--- config.mk ---
export PLATFORM = sky130hd
export DESIGN_NAME = bit_pos_decoder
export DESIGN_NICKNAME = d
export VERILOG_FILES = /design/src/rtl/bit_pos_decoder.sv
export SDC_FILE = /design/constraint.sdc
export NUM_CORES = 1
export LEC_CHECK = 0
export ABC_AREA = 1
export CAP_MARGIN = 20
export CORE_ASPECT_RATIO = 2
export CORE_MARGIN = 3
export CORE_UTILIZATION = 40
export DETAILED_ROUTE_END_ITERATION = 12
export PLACE_DENSITY = 0.7
export SLEW_MARGIN = 30
export SYNTH_ARGS = -nofsm -noshare
export SYNTH_HDL_FRONTEND = slang
export SYNTH_SLANG_ARGS = --single-unit
--- constraint.sdc ---
create_clock -name clk -period 1.5 [get_ports clk]
set_input_delay 0.3 -clock clk [delete_from_list [all_inputs] [get_ports clk]]
set_output_delay 0.3 -clock clk [all_outputs]
set_load 0.05 [all_outputs]
--- src/rtl/bit_pos_decoder.sv ---
// Expands a bit position into a one-hot or thermometer mask behind a 2-entry output buffer.
// Optional BIT_DEC_STICKY_ERR_EN adds err_clr/err_sticky for latching decode errors.
module bit_pos_decoder #(
  parameter  int unsigned N = 8,
  localparam int unsigned W = (N > 1) ? $clog2(N) : 1
) (
  input  logic         clk,
  input  logic         rst_n,
  input  logic         in_valid,
  output logic         in_ready,
  input  logic [W-1:0] in_pos,
  input  logic         in_found,
  input  logic         in_mode,
  output logic         out_valid,
  input  logic         out_ready,
  output logic [N-1:0] out_mask,
  output logic         out_err
`ifdef BIT_DEC_STICKY_ERR_EN
  ,
  input  logic         err_clr,
  output logic         err_sticky
`endif
);

  // Entry layout: {err, mask}
  localparam int unsigned EW = N + 1;

  logic [1:0]    count_q, count_d;
  logic [EW-1:0] head_q, head_d;
  logic [EW-1:0] tail_q, tail_d;
  logic          in_ready_q, out_valid_q;
  logic          accept, pop;

  logic [N-1:0]  onehot;
  logic [N-1:0]  therm;
  logic          pos_oob;
  logic [EW-1:0] dec_entry;

  assign accept = in_valid && in_ready_q;
  assign pop    = out_valid_q && out_ready;

  // Decode at accept time; the thermometer is the one-hot bit plus everything below it
  always_comb begin
    onehot    = N'(1) << in_pos;
    therm     = onehot | (onehot - N'(1));
    pos_oob   = {1'b0, in_pos} >= (W+1)'(N);
    dec_entry = '0;
    if (in_found) begin
      if (pos_oob) begin
        dec_entry = {1'b1, N'(0)};
      end else begin
        dec_entry = {1'b0, in_mode ? therm : onehot};
      end
    end
  end

  // Buffer next state: head is always the oldest entry
  always_comb begin
    count_d = count_q;
    head_d  = head_q;
    tail_d  = tail_q;
    case ({accept, pop})
      2'b10: begin
        if (count_q == 2'd0) head_d = dec_entry;
        else                 tail_d = dec_entry;
        count_d = count_q + 2'd1;
      end
      2'b01: begin
        if (count_q == 2'd2) head_d = tail_q;
        count_d = count_q - 2'd1;
      end
      2'b11: begin
        if (count_q == 2'd1) begin
          head_d = dec_entry;
        end else begin
          head_d = tail_q;
          tail_d = dec_entry;
        end
      end
      default: ;
    endcase
  end

  always_ff @(posedge clk or negedge rst_n) begin
    if (!rst_n) begin
      count_q     <= 2'd0;
      head_q      <= '0;
      tail_q      <= '0;
      in_ready_q  <= 1'b0;
      out_valid_q <= 1'b0;
    end else begin
      count_q     <= count_d;
      head_q      <= head_d;
      tail_q      <= tail_d;
      in_ready_q  <= (count_d < 2'd2);
      out_valid_q <= (count_d != 2'd0);
    end
  end

  assign in_ready  = in_ready_q;
  assign out_valid = out_valid_q;
  assign out_mask  = head_q[N-1:0];
  assign out_err   = head_q[N];

`ifdef BIT_DEC_STICKY_ERR_EN
  // Set on an accepted error entry; set wins over a simultaneous clear
  always_ff @(posedge clk or negedge rst_n) begin
    if (!rst_n) begin
      err_sticky <= 1'b0;
    end else if (accept && dec_entry[N]) begin
      err_sticky <= 1'b1;
    end else if (err_clr) begin
      err_sticky <= 1'b0;
    end
  end
`endif

endmodule
=== Word level (Yosys, flattened, before mapping) ===
Index checks and enable logic that the tools add are counted.

* Add/subtract/negate cells: 3
* $mul: 0
* Divide/modulo/power cells: 0
* Order comparisons: 1
* Equality and inequality tests: 9
* Shifts and indexed selects: 1
* Multiplexer cells: 10
* Bitwise gates (word level): 1
* Reductions and logical operators: 8

{| class="wikitable"
|+ Operators with widths
! operator !! number
|-
| 2-to-1 mux 9 bit || 5
|-
| one-hot mux 9 bit (3 select lines) || 1
|-
| one-hot mux 9 bit (2 select lines) || 1
|-
| 2-to-1 mux 8 bit || 2
|-
| != test 2 bit, second input constant || 4
|-
| OR 8 bit || 1
|-
| << shifter 1 x 3 -> 8 bit, first input constant || 1
|-
| subtractor 8 x 1 -> 8 bit, second input constant || 1
|-
| equality test 2 bit, second input constant || 3
|-
| AND reduction 3 bit || 2
|-
| equality test 2 x 1 -> 1 bit, second input constant || 2
|-
| one-hot mux 2 bit (2 select lines) || 1
|-
| nonzero test 2 bit || 2
|-
| nonzero test 3 bit || 1
|-
| adder 2 x 1 -> 2 bit, second input constant || 1
|-
| logical AND 1 bit || 2
|-
| zero test 2 bit || 1
|-
| < comparator 2 bit, second input constant || 1
|-
| subtractor 2 x 1 -> 2 bit, second input constant || 1
|}

* Bits in registers: 22
* Bits in latches: 0
* Memory bits (writable): 0
* Bits in read-only memories: 0
* Input bits: 9
* Output and inout bits: 11
* Word-level logic and storage cells: 38
* Memories: 0

=== Logic depth before layout (Yosys ltp) ===
* Depth in word-level cells: 7
* Mapped depth: 9
* Mapped depth without buffers: 9

=== Least setup slack after synthesis ===
No wires, ideal clock.

* Path kind: register -> register
* From: register out_valid_q (netlist: out_valid)
* To: register tail_q[6]
* Library setup time: 0.118 ns
* Data arrival time: 1.649 ns
* Required time: 1.382 ns
* Slack: -0.267 ns
* Stages on the path, launching flop included: 10
* Path buffers: 1
* Clock period less this slack: 1.767 ns
* Cells stage by stage: dfrtp_1 -> nand2_2 -> inv_2 -> ha_1 -> inv_1 -> o21ai_1 -> nand2_2 -> buf_6 -> nand2_1 -> o21ai_2

* Longest elaborated chain between the ends: 4
* Elaborated cells between the ends (all ways): 8
* Those cells by class: eq/ne: 4; mux: 1; reduce/logical: 3

{| class="wikitable"
|+ Ends and longest elaborated chain
! element !! line !! RTL
|-
| start, declared || 31 || <nowiki>logic in_ready_q, out_valid_q;</nowiki>
|-
| start signal, assigned || 96 || <nowiki>out_valid_q <= (count_d != 2'd0);</nowiki>
|-
| logical AND 1 bit * || 40 || <nowiki>assign pop = out_valid_q && out_ready;</nowiki>
|-
| equality test 2 bit || 62 || <nowiki>case ({accept, pop})</nowiki>
|-
| != test 2 bit (no source line) or nonzero test 2 bit (tied branches) || - ||
|-
| AND reduction 3 bit (no source line) || - ||
|-
| end signal, assigned || 94 || <nowiki>tail_q <= tail_d;</nowiki>
|-
| end, declared || 30 || <nowiki>logic [EW-1:0] tail_q, tail_d;</nowiki>
|}

Mark *: on every way between the ends. The rest lies on a longest branch, timed or not.
A chain may end at the register's enable or synchronous reset.

=== Final worst setup path ===
* From: register out_valid_q (netlist: out_valid)
* To: register count_q[1]

* Longest elaborated chain between the ends: 3
* Elaborated cells between the ends (all ways): 4
* Those cells by class: eq/ne: 2; mux: 1; reduce/logical: 1

{| class="wikitable"
|+ Ends and longest elaborated chain
! element !! line !! RTL
|-
| logical AND 1 bit * || 40 ||
|-
| equality test 2 x 1 -> 1 bit or equality test 2 bit (tied branches) || 62 ||
|-
| one-hot mux 2 bit (2 select lines) * || 62 ||
|-
| net count_d[1] || 28 || <nowiki>logic [1:0] count_q, count_d;</nowiki>
|-
| end signal, assigned || 92 || <nowiki>count_q <= count_d;</nowiki>
|-
| end, declared || 28 ||
|}

Mark *: on every way through the listed nets, which the timed path passes. The rest lies on a longest branch.

==> metrics.txt <==
total CTS buffers 3; register bit total from synthesis 20; post-synth net total 188; global-route wire length before repair 5175 um; final layout net count 220; Power Density 2222 mW/mm^2; mux contribution to synthesized area 0%; die boundary height 85.02 um; met2 track utilization from global routing 33.38%; Final Slew Violations 0; main combinational cell family by area after synthesis simple AND/OR/NAND/NOR gates; worst setup slack after placement -0.4325 ns; clock sink count 20; GR Util met3 1.911%; post-synthesis share of cell area spent on xor and xnor gates 0%; placer congestion estimate 0.8436; clock latency on the worst-skew pair 0.25 ns; leading cell type in the layout, fill and taps excluded inv_1; proportion of layout cells with a drive suffix above 1 31.19%; number of antenna violations at the first check in global routing 0; data required time at the worst endpoint 1.65 ns; synthesized cell area 0.001249 sq mm; endpoint kind of the worst setup timing path register; quantity of hold-fixing buffers added after cts 0; diode count 0; global-route track usage on met1 18.15%; total I/O pin count 20; number of design rule violations left after detail routing 0; number of DRC markers after the initial detailed-route iteration 19; initial core utilization 41.93%; f_max 695.7 MHz; cell taking the most area after synthesis dfrtp_1; total chip power 4.017 mW; DR WL/cell 12.99 um; most congested layer reported by global routing met2; count of max-cap constraint violations 0; final period demand of the worst path 1.437 ns; Worst setup SP type register; H-tree depth 1; DPL Wire Length 2268 um; overall overflow remaining after global route 0; Yosys warning total 0; data arrival time of the critical path 1.59 ns; vias per inst 4.996; post-synthesis to final-layout area growth 44.79%; final hold violation count 0; Yosys cell types 20; Chip Width 45.51 um; mean instance size in the synthesized netlist 7.260 sq um; CTS tree done; Worst VDD drop 0.0009740 V; share of synthesized area occupied by flip-flops and latches 40.08%; startpoint of the worst-slack reg-to-reg timing path out_valid; Layout Cell Area excl Fill 0.001808 sq mm; status completed; total placed instance area 0.001652 sq mm; vias in the first global route 1,203; fraction of the mapped netlist area in adder cells 7.014%; top area cells in the synthesized netlist dfrtp_1 (40%), nand2_1 (12%), inv_1 (11%); top-area cell type share of the netlist area 40.08%; clock skew after layout 0.002963 ns; Compound-Gate Fraction of Synth Area 11.92%; total leakage power 0.9391 nW; simple-gate share of the synthesized area 26.25%; top fanout value on the critical path 4; first-pass detailed-route iteration total 4; Die Area 0.003869 sq mm; critical path type register to register; wire length reported by the detailed router 3014 um; area inside the core boundary 0.002978 sq mm; number of placement rows 28; count of final setup violators 0; total vias in the final route 1,159; worst-case setup margin in the final layout 0.06255 ns; port buffer count 18; final critical-path share of the clock period 95.83%; gate count after technology mapping 172; setup repair after global routing missed its margin true; path class of the lowest-slack min-delay path input port to asynchronous set/reset pin; pin count of the biggest net entering global routing 21; number of buffers on the longest clock path 2; start point of the critical path out_valid; Tot GR Track Use 18.16%; clock transition time at the flip-flop clock pins of the worst setup and hold paths 0.07 ns; clock tree root driver cell clkbuf_8; commonest cells after routing, fill and taps aside inv_1 (34), nand2_1 (31), nor2_1 (18), dfrtp_1 (18), buf_12 (11); number of nets with antenna violations after routing 0
==> registers in the layout, indices dropped and copies added (netlist names) <==
| signal | flops |
|---|---|
| head_q | 8 |
| count_q | 2 |
| out_valid | 1 |
| tail_q | 8 |
| in_ready | 1 |
==> per-layer routing <==
layer  wire length [um]  up-vias
met5                  0        -
met4                 89        0
met3                 79        8
met2               1824       29
met1               1021      539
li1                   -      583
==> what timing repair did <==
action,in CTS,in global routing
gates resized for setup,17,14
gates cloned,1,0
endpoints found under the setup margin,19,20
setup buffers,0,1
endpoints found under the hold margin,0,0
pin swaps,5,6
==> cells by family after synthesis <==
| family | after synthesis |
|---|---|
| AOI/OAI and AO/OA | 25 |
| adders and majority gates | 7 |
| buffers and inverters | 43 |
| DFF | 20 |
| other | 1 |
| and+or+nand+nor | 76 |
==> cell usage after synthesis <==
cell      count
nand2_1      39
inv_1        38
dfrtp_1      20
nor2_1       18
a21oi_1      11
nand3_1      10
ha_1          7
nand2_2       5
o21ai_1       4
o21ai_2       4
o21ai_0       3
buf_6         2
inv_2         2
nand3_2       2
o211ai_1      2
a21oi_2       1
buf_4         1
conb_1        1
nand4_1       1
nor2_2        1
==> critical path, cell delays in order, from the launching register on <==
cell	delay [ns]
dfrtp_2	0.43
nand2_4	0.10
inv_4	0.05
ha_2	0.19
buf_4	0.14
nand2_1	0.08
nand3_2	0.08
o21ai_2	0.09
buf_4	0.14
inv_1	0.03
==> stage by stage <==
step	instances	hold WS [ns]	util, %	setup TNS, ns
6_report	232	0.3820	60.71	0
5_1_grt	232	0.4071	60.71	-0.08936
4_1_cts	231	0.3901	59.16	0
3_5_place_dp	227	0.4790	55.46	-7.703
3_3_place_gp	227	0.4661	55.46	-6.149
2_1_floorplan	172	0.004409	-	-0.3107
==> report_power, final <==
part	switching (mW)	total [mW]	internal (mW)
clock	0.165	0.344	0.179
sequential	0.236	1.05	0.809
combinational	1.46	2.63	1.17
total	1.86	4.02	2.16
==> cell type report <==
cell class                 instances  area [sq um]
tap                               30         37.54
sequential                        20         503.0
clock buffer                       3         41.29
fill                             259          1170
multi-input combinational        110         694.4
timing repair buffer              29         376.6
inverter                          40         155.1
==> worst paths after layout <==
check / slack [ns] / end / depth (start not counted)
worst max-delay path: 0.06 / count_q[1] / 9
worst min-delay path: 0.38 / head_q[7] / 2
worst max register to register: 0.06 / count_q[1] / 9
worst min register to register: 0.50 / tail_q[3] / 2
max in group asynchronous: 0.88 / out_valid / 2
min in group clk: 0.50 / tail_q[3] / 2
Power figures use the tool's default switching activity.
